File: config.mk
export PLATFORM = sky130hd
export DESIGN_NAME = uart_rx_deser
export DESIGN_NICKNAME = d
export VERILOG_FILES = /design/src/rtl/uart_rx_deser.sv
export SDC_FILE = /design/constraint.sdc
export NUM_CORES = 1
export LEC_CHECK = 0
export ABC_AREA = 1
export BUFFER_PORTS_ARGS = -buffer_cell sky130_fd_sc_hd__buf_2
export CORE_UTILIZATION = 31
export DETAILED_ROUTE_END_ITERATION = 6
export GPL_ROUTABILITY_DRIVEN = 0
export SLEW_MARGIN = 30
export SYNTH_ARGS = -nofsm -noshare
export SYNTH_HDL_FRONTEND = slang
export SYNTH_SLANG_ARGS = --single-unit
File: constraint.sdc
create_clock -name clk -period 3.2 [get_ports clk]
set_input_delay 0.32 -clock clk [delete_from_list [all_inputs] [get_ports clk]]
set_output_delay 0.32 -clock clk [all_outputs]
set_load 0.02 [all_outputs]
File: src/rtl/uart_rx_deser.sv
// -----------------------------------------------------------------------------
// uart_rx_deser
//   8N1 UART receiver. The asynchronous RX pin is brought into the clk domain
//   by a two-flop synchroniser. A falling edge on the synchronised line starts
//   a frame. The start bit is re-checked half a bit later, which rejects short
//   glitches. Each data bit and the stop bit are then sampled one full bit
//   period apart, so every sample lands in the middle of its bit. A good stop
//   bit updates rx_data and pulses rx_valid. A low stop bit pulses frame_err,
//   discards the byte, and waits for the line to return high before the
//   receiver re-arms.
//
// Ports
//   clk        in   1  system clock, rising edge
//   rst        in   1  synchronous reset, active-high
//   rs232_rx   in   1  asynchronous serial input, idle high
//   rx_data    out  8  last good byte (LSB received first), held until next
//   rx_valid   out  1  one-cycle pulse when rx_data has just been updated
//   frame_err  out  1  one-cycle pulse when the stop bit was sampled low
//   rx_busy    out  1  high while a frame is in progress (any non-IDLE state)
//
// Parameters
//   CLK_HZ / BAUD give DIV, the number of clocks per bit (must be >= 4).
//   HALF = DIV/2 is the delay from the start edge to the start-bit sample.
// -----------------------------------------------------------------------------
module uart_rx_deser #(
    parameter int CLK_HZ = 50_000_000,
    parameter int BAUD   = 115200
) (
    input  logic       clk,
    input  logic       rst,
    input  logic       rs232_rx,
    output logic [7:0] rx_data,
    output logic       rx_valid,
    output logic       frame_err,
    output logic       rx_busy
);

    localparam int DIV   = CLK_HZ / BAUD;
    localparam int HALF  = DIV / 2;
    localparam int CNT_W = (DIV > 1) ? $clog2(DIV) : 1;

    localparam logic [CNT_W-1:0] CNT_BIT_LAST  = CNT_W'(DIV - 1);
    localparam logic [CNT_W-1:0] CNT_HALF_LAST = CNT_W'(HALF - 1);

    typedef enum logic [2:0] {
        S_IDLE    = 3'd0,
        S_START   = 3'd1,
        S_DATA    = 3'd2,
        S_STOP    = 3'd3,
        S_WAIT_HI = 3'd4
    } state_t;

    // Synchroniser and one extra history flop for falling-edge detection.
    logic r_rx_meta;
    logic r_rx_s;
    logic r_rx_prev;

    state_t           r_state;
    logic [CNT_W-1:0] r_cnt;
    logic [2:0]       r_bit_idx;
    logic [7:0]       r_shift;
    logic [7:0]       r_data;
    logic             r_valid;
    logic             r_ferr;

    state_t           w_state_next;
    logic [CNT_W-1:0] w_cnt_next;
    logic [2:0]       w_bit_idx_next;
    logic [7:0]       w_shift_next;
    logic [7:0]       w_data_next;
    logic             w_valid_next;
    logic             w_ferr_next;

    // Input synchroniser. It resets to the idle level so that leaving
    // reset is never mistaken for a start edge.
    always_ff @(posedge clk) begin
        if (rst) begin
            r_rx_meta <= 1'b1;
            r_rx_s    <= 1'b1;
            r_rx_prev <= 1'b1;
        end else begin
            r_rx_meta <= rs232_rx;
            r_rx_s    <= r_rx_meta;
            r_rx_prev <= r_rx_s;
        end
    end

    // State and datapath registers.
    always_ff @(posedge clk) begin
        if (rst) begin
            r_state   <= S_IDLE;
            r_cnt     <= '0;
            r_bit_idx <= '0;
            r_shift   <= '0;
            r_data    <= 8'h00;
            r_valid   <= 1'b0;
            r_ferr    <= 1'b0;
        end else begin
            r_state   <= w_state_next;
            r_cnt     <= w_cnt_next;
            r_bit_idx <= w_bit_idx_next;
            r_shift   <= w_shift_next;
            r_data    <= w_data_next;
            r_valid   <= w_valid_next;
            r_ferr    <= w_ferr_next;
        end
    end

    // Next-state and datapath logic.
    always_comb begin
        w_state_next   = r_state;
        w_cnt_next     = r_cnt + CNT_W'(1);
        w_bit_idx_next = r_bit_idx;
        w_shift_next   = r_shift;
        w_data_next    = r_data;
        w_valid_next   = 1'b0;
        w_ferr_next    = 1'b0;

        case (r_state)
            S_IDLE: begin
                w_cnt_next = '0;
                if (r_rx_prev && !r_rx_s) begin
                    w_state_next = S_START;
                end
            end

            S_START: begin
                if (r_cnt == CNT_HALF_LAST) begin
                    w_cnt_next = '0;
                    if (r_rx_s) begin
                        // The line was high again at mid start bit, so this
                        // was a glitch, not a frame.
                        w_state_next = S_IDLE;
                    end else begin
                        w_state_next   = S_DATA;
                        w_bit_idx_next = '0;
                    end
                end
            end

            S_DATA: begin
                if (r_cnt == CNT_BIT_LAST) begin
                    w_cnt_next              = '0;
                    w_shift_next[r_bit_idx] = r_rx_s;
                    if (r_bit_idx == 3'd7) begin
                        w_state_next = S_STOP;
                    end else begin
                        w_bit_idx_next = r_bit_idx + 3'd1;
                    end
                end
            end

            S_STOP: begin
                if (r_cnt == CNT_BIT_LAST) begin
                    w_cnt_next = '0;
                    if (r_rx_s) begin
                        w_data_next  = r_shift;
                        w_valid_next = 1'b1;
                        w_state_next = S_IDLE;
                    end else begin
                        w_ferr_next  = 1'b1;
                        w_state_next = S_WAIT_HI;
                    end
                end
            end

            S_WAIT_HI: begin
                // A break or stuck-low line must not look like a stream of
                // start bits. Re-arm only after the line has gone high.
                w_cnt_next = '0;
                if (r_rx_s) begin
                    w_state_next = S_IDLE;
                end
            end

            default: begin
                w_cnt_next   = '0;
                w_state_next = S_IDLE;
            end
        endcase
    end

    assign rx_data   = r_data;
    assign rx_valid  = r_valid;
    assign frame_err = r_ferr;
    assign rx_busy   = (r_state != S_IDLE);

endmodule

==> results of run 1 <==
==> final cells by class <==
class	count	area share (%)
multi-input cells	157	40.7
flip-flops and latches	36	37.2
inverters	40	7.75
clock buffers	7	4.97
well taps	70	4.52
repair buffers	13	3.36
clock inverters	1	1.55
==> critical path, cell delays in order (launching register included) <==
cell and delay (ns):
dfxtp_1 0.31, inv_1 0.10, ha_1 0.16, nand2_1 0.05
nor2_1 0.12, nand2_2 0.13, nand2_1 0.13, nand3_1 0.15
inv_1 0.14, nand2_1 0.07, nand2_1 0.06, nor2_1 0.03
==> registers in the layout, summed over array words and instances, names as in the netlist <==
register	count
r_rx_prev	1
r_rx_s	1
frame_err	1
r_cnt	9
rx_data	8
r_state	3
r_rx_meta	1
r_bit_idx	3
r_shift	8
rx_valid	1
==> per-layer routing <==
layer | GRT usage (%) | share of wire [%]
met1 | 15.8 | 51
met2 | 17.5 | 42
met3 | 3.97 | 4.0
met4 | 8.64 | 3.0
met5 | 0 | 0
==> synth_stat cells (2+ instances only) <==
cell type and number:
or2_2 3, nor3_1 3, nor2_1 40, xor2_1 4, a21oi_1 15, dfxtp_1 36, inv_2 4, nand3_1 8
nand2_1 52, nor3_2 2, buf_2 2, xnor2_1 2, inv_1 36, o21ai_2 2, o21ai_0 14, ha_1 5
==> per-stage QoR <==
| step | cells | hold WS [ns] | utilization, % | total power, mW | area [um^2] |
|---|---|---|---|---|---|
| final | 324 | 0.206 | 37.5 | 1.33 | 1940 |
| after global routing | 324 | 0.209 | 37.5 | 1.42 | 1940 |
| after CTS | 324 | 0.196 | 37.5 | 1.34 | 1940 |
| after detailed placement | 316 | 0.399 | 35.0 | 0.900 | 1810 |
| after global placement | 316 | 0.392 | 35.0 | 0.901 | 1810 |
| after floorplan | 237 | 0.389 | - | 0.828 | 1680 |
==> logic make-up after synthesis <==
logic type	Yosys count
AND/OR/NAND/NOR	113
XOR/XNOR	6
adder cells (fa/ha/maj)	5
AO/OA/AOI/OAI	33
flip-flops	36
buffers and inverters	44
==> how the worst max path moves through the flow <==
stage                                     end  slack [ns]  cells after the start                 from
finish              r_bit_idx[2]$_SDFFE_PP0P_        1.65                     11  r_cnt[1]$_SDFF_PP0_
global route        r_bit_idx[2]$_SDFFE_PP0P_        1.44                     11  r_cnt[1]$_SDFF_PP0_
CTS                   rx_data[1]$_SDFFE_PP0P_        1.62                      9  r_cnt[1]$_SDFF_PP0_
detailed placement    rx_data[1]$_SDFFE_PP0P_        1.63                      9  r_cnt[1]$_SDFF_PP0_
global placement      rx_data[5]$_SDFFE_PP0P_        1.63                      9  r_cnt[1]$_SDFF_PP0_
floorplan             rx_data[0]$_SDFFE_PP0P_        1.84                     10  r_cnt[1]$_SDFF_PP0_
==> power by group <==
part           internal [mW]  leakage (nW)  switching [mW]
clock network          0.275        0.0645           0.163
registers              0.481         0.291          0.0444
logic                  0.127         0.477           0.238
total                  0.883         0.833           0.445
==> results.cfg, run 1 <==
[cts]
clockBufferDepth = 2
cts_root_buffer = clkbuf_8
cts_tree = yes
ctsHoldBuffers = 0
cts_sinks = 36
postCtsSetupRepairBufs = 0
cts.clk_slew.worst_paths_ns = 0.07
htreeDepth = 2
ctsResizeCount = 0
clk_latency_ns = 0.29
cts_buffers = 5

[sta]
finalHoldViolCount = 0
timing.slew.headroom_pct = 59.0
period_share_pct = 48.6
setup_slack_ns = 1.65
worst_pin_slew_ns = 0.614
final.setup_skew_ns = 0.00470
tns_ns = 0
drv_slew = 0
rsz0062_at_grt = no
timing.fmax_ghz = 0.643
finalSetupViolCount = 0
layout_min_cycle_time_ns = 1.55

[floorplan]
dieArea_um2 = 5730
start_util_pct = 32.6
rows = 26
fp.coreArea_um2 = 5170
die_h_um = 75.7
die_x_um = 75.7
num_io_pins = 14

[setup_path]
setup.worst_path.class = register to register
cp.arrival_ns = 1.74
crit_fanout = 6
r2r_cells = 11
cp-start-kind = register
r2r_slack_ns = 1.65
r2r-end = r_bit_idx[2]$_SDFFE_PP0P_
cp-end-kind = register
rr_startpoint = r_cnt[1]$_SDFF_PP0_
crit_required_ns = 3.39

[finish]
nNetsFinal = 261
seqCellArea_um2 = 721
fillCellCount = 534
layout_commonest_cell = nand2_1
synthToLayoutAreaGrowth_pct = 15.1
antenna_cells = 0
mostFrequentLayoutCells = 52 x nand2_1, 40 x nor2_1, 36 x inv_1, 36 x dfxtp_1, 15 x a21oi_1
drive_above_1_share_pct = 15.0
multiInputGateArea_um2 = 788

[drt]
drt_first_pass_iters = 4
viasPerCell = 4.30
wl_mm = 3.05
ant_nets = 0
drtIter0Drc = 68
num_vias = 1394
post-route-drc-count = 0
post_drt_wl_per_cell_um = 9.43

[logic_synthesis]
synth_ff_type = dfxtp_1
ys_types = 25
ys_seq_elements = 36
synth_mux_area_share_pct = 0
synth-simple-area-share_pct = 29.2
async_reset_ff_share_pct = 0
yosysTopAreaCell = dfxtp_1
syn_inst = 237
synth_top_area_share_pct = 42.8
synth_fa_ha_area_share_pct = 3.71
synth-compound-area-share_pct = 10.8
synth_top_family_by_area = simple AND/OR/NAND/NOR gates
syn_area_um2 = 1680
syn_avg_cell_area_um2 = 7.11
synth_fp_nets = 245
synth-edff-count = 0
synth_warnings = 0
ys_top_cells_by_area = dfxtp_1 43%, nand2_1 12%, nor2_1 8.9%, inv_1 8.0%, a21oi_1 4.5%
synth_xor_area_share_pct = 3.12
ys_seq_area_share_pct = 42.8

[global_route]
grt_max_degree = 22
grt_pass1_wl_mm = 5.14
first_global_vias = 1193
grt_usage_pct = 12.4
grt.overflow.total = 0
antenna_found_initial = 0

[pwr]
cellPowerDensity_nw_per_um2 = 685
ir_worst_vdd_uv = 247
leakage_nw = 0.833

[placement]
place_hpwl_mm = 2.14
portBuffers = 13
post-place-ws_ns = 1.63

[status]
status = complete, no violations

[min_path]
min_to = r_rx_meta$_SDFF_PP1_
hold_path_class = primary input to register
min_path_cells = 2
hold_start = rs232_rx

[run]
cap_violations = 0
Power figures use the tool's default switching activity.
==> run 2: changes to the inputs <==
clock period = 1.45 ns   (was 3.2 ns; I/O delays follow)
==> run 2 against run 1 <==
  * The flow now finishes with violations (setup timing)
  * Sequential share of layout area down 5.2 points
  * Non-clock buffer count up 18
  * Critical path depth down 1
  * Sequential cell count unchanged
  * Critical endpoint is now r_shift[3]$_SDFFE_PP0P_
  * Largest cell class unchanged
  * Highest routed layer unchanged
==> results.cfg, run 2 (same netlist as run 1, synthesis figures left out) <==
[sta]
worst_pin_slew_ns = 0.322
setup_slack_ns = -0.0151
timing.fmax_ghz = 0.683
finalSetupViolCount = 1
drv_slew = 0
layout_min_cycle_time_ns = 1.47
period_share_pct = 101
rsz0062_at_grt = yes
finalHoldViolCount = 0
final.setup_skew_ns = 0.00745
timing.slew.headroom_pct = 78.4
hold_ws_ns = 0.0356

[pwr]
leakage_nw = 0.978
switching_share_pct = 37.5
p_clk_share_pct = 26.5
cellPowerDensity_nw_per_um2 = 1430
ir_worst_vdd_uv = 507
power_mw = 3.26
p_int_mw = 2.04
pwr-share-comb_pct = 37.3
pwr-share-seq_pct = 36.2
p_sw_mw = 1.22

[drt]
drt_first_pass_iters = 4
wl_mm = 3.62
num_vias = 1483
post-route-drc-count = 0
drtIter0Drc = 82
ant_nets = 0
post_drt_wl_per_cell_um = 10.6
viasPerCell = 4.32

[setup_path]
crit_required_ns = 1.68
cp-end-kind = register
cp.arrival_ns = 1.69
cp-start-kind = register
setup.worst_path.class = register to register
crit_fanout = 5

[status]
status = complete, but fails checks
violations = setup timing

[cts]
clockBufferDepth = 2
clk_latency_ns = 0.29
cts_root_buffer = clkbuf_8
cts_sinks = 36
cts_buffers = 5
htreeDepth = 2
cts_tree = yes
cts.clk_slew.worst_paths_ns = 0.07

[global_route]
grt.overflow.total = 0
grt_pass1_wl_mm = 5.67
first_global_vias = 1308
grt_max_degree = 18
grt_usage_pct = 13.7
antenna_found_initial = 0

[finish]
fillCellCount = 504
synthToLayoutAreaGrowth_pct = 35.4
largest-register = r_cnt
drive_above_1_share_pct = 34.8
antenna_cells = 0
layout_commonest_cell = nand2_1
seqCellArea_um2 = 729
nNetsFinal = 280
mostFrequentLayoutCells = 44 x nand2_1, 33 x nor2_1, 31 x dfxtp_1, 30 x inv_1, 16 x buf_4
multiInputGateArea_um2 = 991
fin_cells = 343
largest_reg_flops = 9

[floorplan]
die_x_um = 75.7
num_io_pins = 14
start_util_pct = 32.6
die_h_um = 75.7
rows = 26
dieArea_um2 = 5730
fp.coreArea_um2 = 5170

[placement]
place_hpwl_mm = 2.27
portBuffers = 13
place_inst = 330

[min_path]
hold_path_class = primary input to register

[run]
cap_violations = 0
run 2: cell count changes in the layout (fill, tap and decap cells not counted), moves of 5 or more:
| cell | delta |
|---|---|
| nand2_2 | +5 |
| nand2_1 | -8 |
| dfxtp_1 | -5 |
| nor2_1 | -7 |
| inv_1 | -6 |
| buf_4 | +16 |
run 2: worst paths after layout:
check / to / startpoint / slack (ns) / depth (start not counted)
worst max-delay path: r_shift[3]$_SDFFE_PP0P_ / r_cnt[1]$_SDFF_PP0_ / -0.02 / 10
worst min-delay path: r_rx_meta$_SDFF_PP1_ / rs232_rx / 0.04 / 2
worst max register to register: r_shift[3]$_SDFFE_PP0P_ / r_cnt[1]$_SDFF_PP0_ / -0.02 / 10
worst min register to register: r_rx_s$_SDFF_PP1_ / r_rx_meta$_SDFF_PP1_ / 0.41 / 1
run 2: per-stage QoR:
step	utilization (%)	setup WS, ns	cell area, um^2	setup TNS [ns]
floorplan	-	0.0919	1680	0
global placement	37.1	-0.0364	1920	-0.0604
detailed placement	37.1	-0.0491	1920	-0.470
CTS	39.9	-0.0124	2060	-0.0332
global route	44.1	-0.101	2280	-0.795
finish	44.1	-0.0151	2280	-0.0151
run 2: layout make-up:
class	count	share of cell area (%)
clock inverters	2	1.54
clock buffers	6	3.18
well taps	70	3.84
inverters	40	6.91
multi-input cells	158	43.4
flip-flops and latches	36	32.0
repair buffers	31	9.11
run 2: metal layers:
metal | GRT usage (%) | routed length (um)
met3 | 3.57 | 139
met2 | 21.6 | 1680
met5 | 0 | 0
met4 | 8.02 | 87
met1 | 16.8 | 1720
run 2: power by group through the flow:
stage          Clock (mW)  Sequential [mW]  Combinational [mW]
2_1_floorplan           0             1.16               0.668
3_3_place_gp            0             1.17               0.912
3_5_place_dp            0             1.17               0.909
4_1_cts             0.895             1.15               0.953
5_1_grt             0.940             1.19                1.35
6_report            0.864             1.18                1.22
run 2: critical path, stage by stage, from the launching register on:
cell     delay, ns
dfxtp_2       0.32
inv_2         0.08
ha_4          0.14
nand2_4       0.05
nor2_4        0.09
nand2_4       0.10
buf_6         0.14
buf_4         0.13
nor3_4        0.16
o21ai_1       0.09
a21oi_1       0.11
run 2: repair_timing:
item                                    CTS  global route
resized for setup                        11            52
hold buffers                              0             0
buffers inserted                          0             5
pin swaps                                 6             8
endpoints found under the setup margin   30            31
cloned                                    1             0
